==> src/rtl/or_pkg.sv <==
// Shared types and defaults for the OR-gate input debouncer.
package or_pkg;

  localparam int unsigned STABLE_CYCLES_DEF = 4;
  localparam int unsigned CNT_W_DEF         = 3;

  typedef enum logic {
    ST_STABLE = 1'b0,
    ST_CHECK  = 1'b1
  } state_e;

endpackage : or_pkg

==> src/rtl/debounce_chan.sv <==
// One debounced channel: 2-flop synchronizer, qualification FSM and counter,
// registered clean level plus one-cycle rise/fall event pulses.
module debounce_chan
  import or_pkg::*;
#(
  parameter int unsigned STABLE_CYCLES = STABLE_CYCLES_DEF,
  parameter int unsigned CNT_W         = CNT_W_DEF
) (
  input  logic clk,
  input  logic rst,
  input  logic raw_i,
  output logic db_o,
  output logic rise_o,
  output logic fall_o
);

  localparam logic [CNT_W-1:0] CNT_LAST = CNT_W'(STABLE_CYCLES - 1);
  localparam logic [CNT_W-1:0] CNT_ONE  = CNT_W'(1);

  // Reject parameter sets the counter cannot represent.
  if (STABLE_CYCLES < 2 || STABLE_CYCLES > (2 ** CNT_W) - 1) begin : g_bad_param
    $error("debounce_chan: STABLE_CYCLES out of range for CNT_W");
  end

  logic             s1_q;
  logic             s2_q;
  state_e           state_q;
  state_e           state_d;
  logic [CNT_W-1:0] cnt_q;
  logic [CNT_W-1:0] cnt_d;
  logic             db_q;
  logic             db_d;
  logic             rise_q;
  logic             rise_d;
  logic             fall_q;
  logic             fall_d;

  logic sync;
  logic differ;
  logic qualified;

  assign sync      = s2_q;
  assign differ    = (sync != db_q);
  assign qualified = (state_q == ST_CHECK) && differ && (cnt_q == CNT_LAST);

  // Two-flop synchronizer for the asynchronous raw input.
  always_ff @(posedge clk or posedge rst) begin
    if (rst) begin
      s1_q <= 1'b0;
      s2_q <= 1'b0;
    end else begin
      s1_q <= raw_i;
      s2_q <= s1_q;
    end
  end

  // FSM state and stability counter.
  always_ff @(posedge clk or posedge rst) begin
    if (rst) begin
      state_q <= ST_STABLE;
      cnt_q   <= '0;
    end else begin
      state_q <= state_d;
      cnt_q   <= cnt_d;
    end
  end

  // Next state: count consecutive differing samples, restart on any bounce back.
  always_comb begin
    state_d = state_q;
    cnt_d   = cnt_q;
    case (state_q)
      ST_STABLE: begin
        if (differ) begin
          state_d = ST_CHECK;
          cnt_d   = CNT_ONE;
        end else begin
          cnt_d   = '0;
        end
      end
      ST_CHECK: begin
        if (!differ || (cnt_q == CNT_LAST)) begin
          state_d = ST_STABLE;
          cnt_d   = '0;
        end else begin
          cnt_d   = cnt_q + CNT_ONE;
        end
      end
      default: begin
        state_d = ST_STABLE;
        cnt_d   = '0;
      end
    endcase
  end

  // Output next values: adopt the new level and flag its direction once qualified.
  always_comb begin
    db_d   = db_q;
    rise_d = 1'b0;
    fall_d = 1'b0;
    if (qualified) begin
      db_d   = sync;
      rise_d = sync;
      fall_d = ~sync;
    end
  end

  // Registered level and event pulses.
  always_ff @(posedge clk or posedge rst) begin
    if (rst) begin
      db_q   <= 1'b0;
      rise_q <= 1'b0;
      fall_q <= 1'b0;
    end else begin
      db_q   <= db_d;
      rise_q <= rise_d;
      fall_q <= fall_d;
    end
  end

  assign db_o   = db_q;
  assign rise_o = rise_q;
  assign fall_o = fall_q;

endmodule : debounce_chan

==> src/rtl/or_input_debouncer.sv <==
// Two independent debounced channels feeding the a/B inputs of the OR gate.
module or_input_debouncer
  import or_pkg::*;
#(
  parameter int unsigned STABLE_CYCLES = STABLE_CYCLES_DEF,
  parameter int unsigned CNT_W         = CNT_W_DEF
) (
  input  logic clk,
  input  logic rst,
  input  logic a_raw,
  input  logic b_raw,
  output logic a_db,
  output logic b_db,
  output logic a_rise,
  output logic a_fall,
  output logic b_rise,
  output logic b_fall
);

  debounce_chan #(
    .STABLE_CYCLES (STABLE_CYCLES),
    .CNT_W         (CNT_W)
  ) u_chan_a (
    .clk    (clk),
    .rst    (rst),
    .raw_i  (a_raw),
    .db_o   (a_db),
    .rise_o (a_rise),
    .fall_o (a_fall)
  );

  debounce_chan #(
    .STABLE_CYCLES (STABLE_CYCLES),
    .CNT_W         (CNT_W)
  ) u_chan_b (
    .clk    (clk),
    .rst    (rst),
    .raw_i  (b_raw),
    .db_o   (b_db),
    .rise_o (b_rise),
    .fall_o (b_fall)
  );

endmodule : or_input_debouncer
==> config.mk <==
export PLATFORM = sky130hd
export DESIGN_NAME = or_input_debouncer
export DESIGN_NICKNAME = d
export VERILOG_FILES = /design/src/rtl/or_pkg.sv /design/src/rtl/debounce_chan.sv /design/src/rtl/or_input_debouncer.sv
export SDC_FILE = /design/constraint.sdc
export NUM_CORES = 1
export LEC_CHECK = 0
export BUFFER_PORTS_ARGS = -buffer_cell sky130_fd_sc_hd__buf_2
export CAP_MARGIN = 15
export CORE_MARGIN = 5
export CORE_UTILIZATION = 46
export DETAILED_ROUTE_END_ITERATION = 16
export PLACE_DENSITY = 0.68
export SYNTH_ARGS = -nofsm -noshare
export SYNTH_HDL_FRONTEND = slang
export SYNTH_SLANG_ARGS = --single-unit
==> constraint.sdc <==
create_clock -name clk -period 1.4 [get_ports clk]
set_input_delay 0 -clock clk [delete_from_list [all_inputs] [get_ports clk]]
set_output_delay 0 -clock clk [all_outputs]
set_load 0.02 [all_outputs]
==> impl_metrics.yaml <==
global_routing:
  grt_pass1_wl_mm: 1.56
  antenna_found_initial: 0
  grt_pass1_vias: 378
  grt_overflow: 0
  grt_max_degree: 19
  grtUsageTotal_pct: 10.2
routing:
  postRouteAntennaNets: 0
  routed_wl_um: 895
  avgViaCountPerCell: 4.83
  drt-wirelength-per-cell_um: 11.5
  vias: 377
  dr.first_iter.drc_count: 1
  dr.pass1.iters: 4
  drcViolationCount: 0
floorplan:
  start_util_pct: 49.8
  core_um2: 1330
  dieArea_um2: 2300
  die_h_um: 48.0
  chipWidth_um: 48.0
  io_pins: 10
  row_count: 13
run:
  drv_cap: 0
synthesis:
  synth_area_leaders: "dfrtp_1 68%, ha_1 7.5%, nor3b_1 4.5%"
  ys_ff_latch: 18
  ys_warn_count: 0
  syn_avg_cell_area_um2: 14.8
  yosysMostFrequentCell: "dfrtp_1"
  async_reset_ff_share_pct: 100
  synth_cell_types: 12
  synth_edf_count: 0
  yosysTopAreaCell: "dfrtp_1"
  synth_common_cells: "18 x dfrtp_1, 4 x ha_1, 4 x nor3b_1"
  synth_area_um2: 664
  synth_top_area_share_pct: 67.8
  ys_seq_area_share_pct: 67.8
  synth_nets: 53
  syn_inst: 45
  ys_dominant_reg_cell: "dfrtp_1"
final_layout:
  largestRegisters: "u_chan_a.cnt_q: 3 flops, u_chan_b.cnt_q: 3 flops"
  insertedDiodeCount: 0
  synthToLayoutAreaGrowth_pct: 23.2
  fill_cells: 99
  final_nets: 72
  finalNonFillerCells: 78
  fin_util_pct: 61.4
  fin_area_um2: 818
  drive_above_1_share_pct: 33.3
run_status:
  status: "complete, no violations"
critical_path:
  reg2reg_depth: 4
  cp-start-kind: "flop"
  worstSetupPathType: "reg2reg"
  regToRegSetupSlack_ps: 60
  end_kind: "flop"
  r2r-start: "u_chan_b.cnt_q[0]"
  startpoint: "u_chan_b.cnt_q[0]"
  cp.arrival_ps: 1520
  crit_required_ps: 1580
  path_max_fanout: 3
place:
  dpl.cell_count: 71
  dp_hpwl_um: 650
  gp_congestion: 0.699
  portBuffers: 9
  placed_area_um2: 743
clock_network:
  tritoncts: "yes"
  cts-htree-levels: 1
  clk_pin_slew_ps: 90
  clk_path_buf_depth: 2
  insertion_delay_ps: 290
  clock_sinks: 18
  numCtsBuffers: 3
  cts_setup_buffers: 0
  cts_root_buffer: "clkbuf_4"
timing:
  setup_viol: 0
  fmax_mhz: 747
  fin_crit_ps: 1340
  slew_headroom_pct: 57.3
  finalMaxSlewViolations: 0
  period_share_pct: 95.6
  hold_viol_final: 0
  worst_pin_slew_ps: 640
  fin_skew_ps: 1.14
  holdWs_ps: 327
  setup_tns_ps: 0
power:
  clock_power_share_pct: 21.2
  peakVddDrop_mv: 0.881
  switching_share_pct: 30.2
  p_leak_nw: 0.397
  intPower_mw: 1.01
  p_sw_mw: 0.437
  power_density_nw_per_um2: 1770
  seqPwrFrac_pct: 51.7
  combPwrFrac_pct: 27.1
hold_path:
  min_path_type: "in2async"
==> cell usage in the layout (no fill, tap or decap), drive strengths merged <==
master	n
nor2	2
nor3b	4
buf	11
inv	3
dfrtp	18
a21oi	2
mux2	2
ha	4
clkbuf	4
xnor2	2
and4bb	2
nor4b	2
o21a	2
nand2	2
dlygate4sd3	3
==> critical path: stages (launching register included) <==
cell	delay [ps]
dfrtp_1	390
ha_1	200
ha_1	190
nand2_1	110
mux2_2	340
==> what timing repair did <==
action / CTS / global route
resized for setup: 0 / 2
endpoints found under the setup margin: 0 / 1
hold endpoints to repair: 20 / 0
hold buffers: 3 / 0
==> power groups by stage <==
stage	clock (mW)	combinational, mW	sequential (mW)
finish	0.307	0.393	0.749
global route	0.337	0.456	0.767
CTS	0.324	0.384	0.745
detailed placement	0	0.378	0.757
global placement	0	0.368	0.755
floorplan	0	0.238	0.778
==> per-layer routing <==
metal | global-route usage (%) | part of all wire [%] | vias up
met2 | 14.8 | 46 | 7
met5 | 0 | 0 | -
met3 | 3.38 | 4.5 | 3
li1 | - | - | 192
met1 | 13.1 | 47 | 175
met4 | 6.45 | 2.8 | 0
==> layout make-up <==
type	instances	area [um2]	area share, %
sequential	18	450	55.0
multi-input combinational	24	211	25.8
clock buffer	4	36.3	4.43
tap	15	18.8	2.29
timing repair buffer	14	90.1	11.0
inverter	3	11.3	1.38
==> cells by family (layout without fill, tap and decap cells) <==
family / count (synthesis) / in the layout / share of synthesized area, %
AOI/OAI and AO/OA: 4 / 4 / 3.77
DFF: 18 / 18 / 67.8
xor gates and xnor gates: 2 / 2 / 2.64
adders and majority gates: 4 / 4 / 7.53
buffers and inverters: 3 / 21 / 1.69
and+or+nand+nor: 12 / 12 / 13.2
muxes: 2 / 2 / 3.39
==> path summary, 6_finish.rpt <==
check                                        to
worst max-delay path              u_chan_b.db_o
max in group asynchronous       u_chan_a.fall_o
min in group clk                  u_chan_b.s1_q
worst max register to register    u_chan_b.db_o
worst min register to register    u_chan_a.s2_q
worst min-delay path              u_chan_a.s1_q
==> stage by stage <==
stage                     worst slack (ps)  power (mW)
final                                 61.8        1.45
after global placement                68.3        1.12
after detailed placement              68.6        1.13
after global routing                -0.143        1.56
after CTS                             54.3        1.45
after floorplan                       89.8        1.02
(Power assumes the default switching activity.)
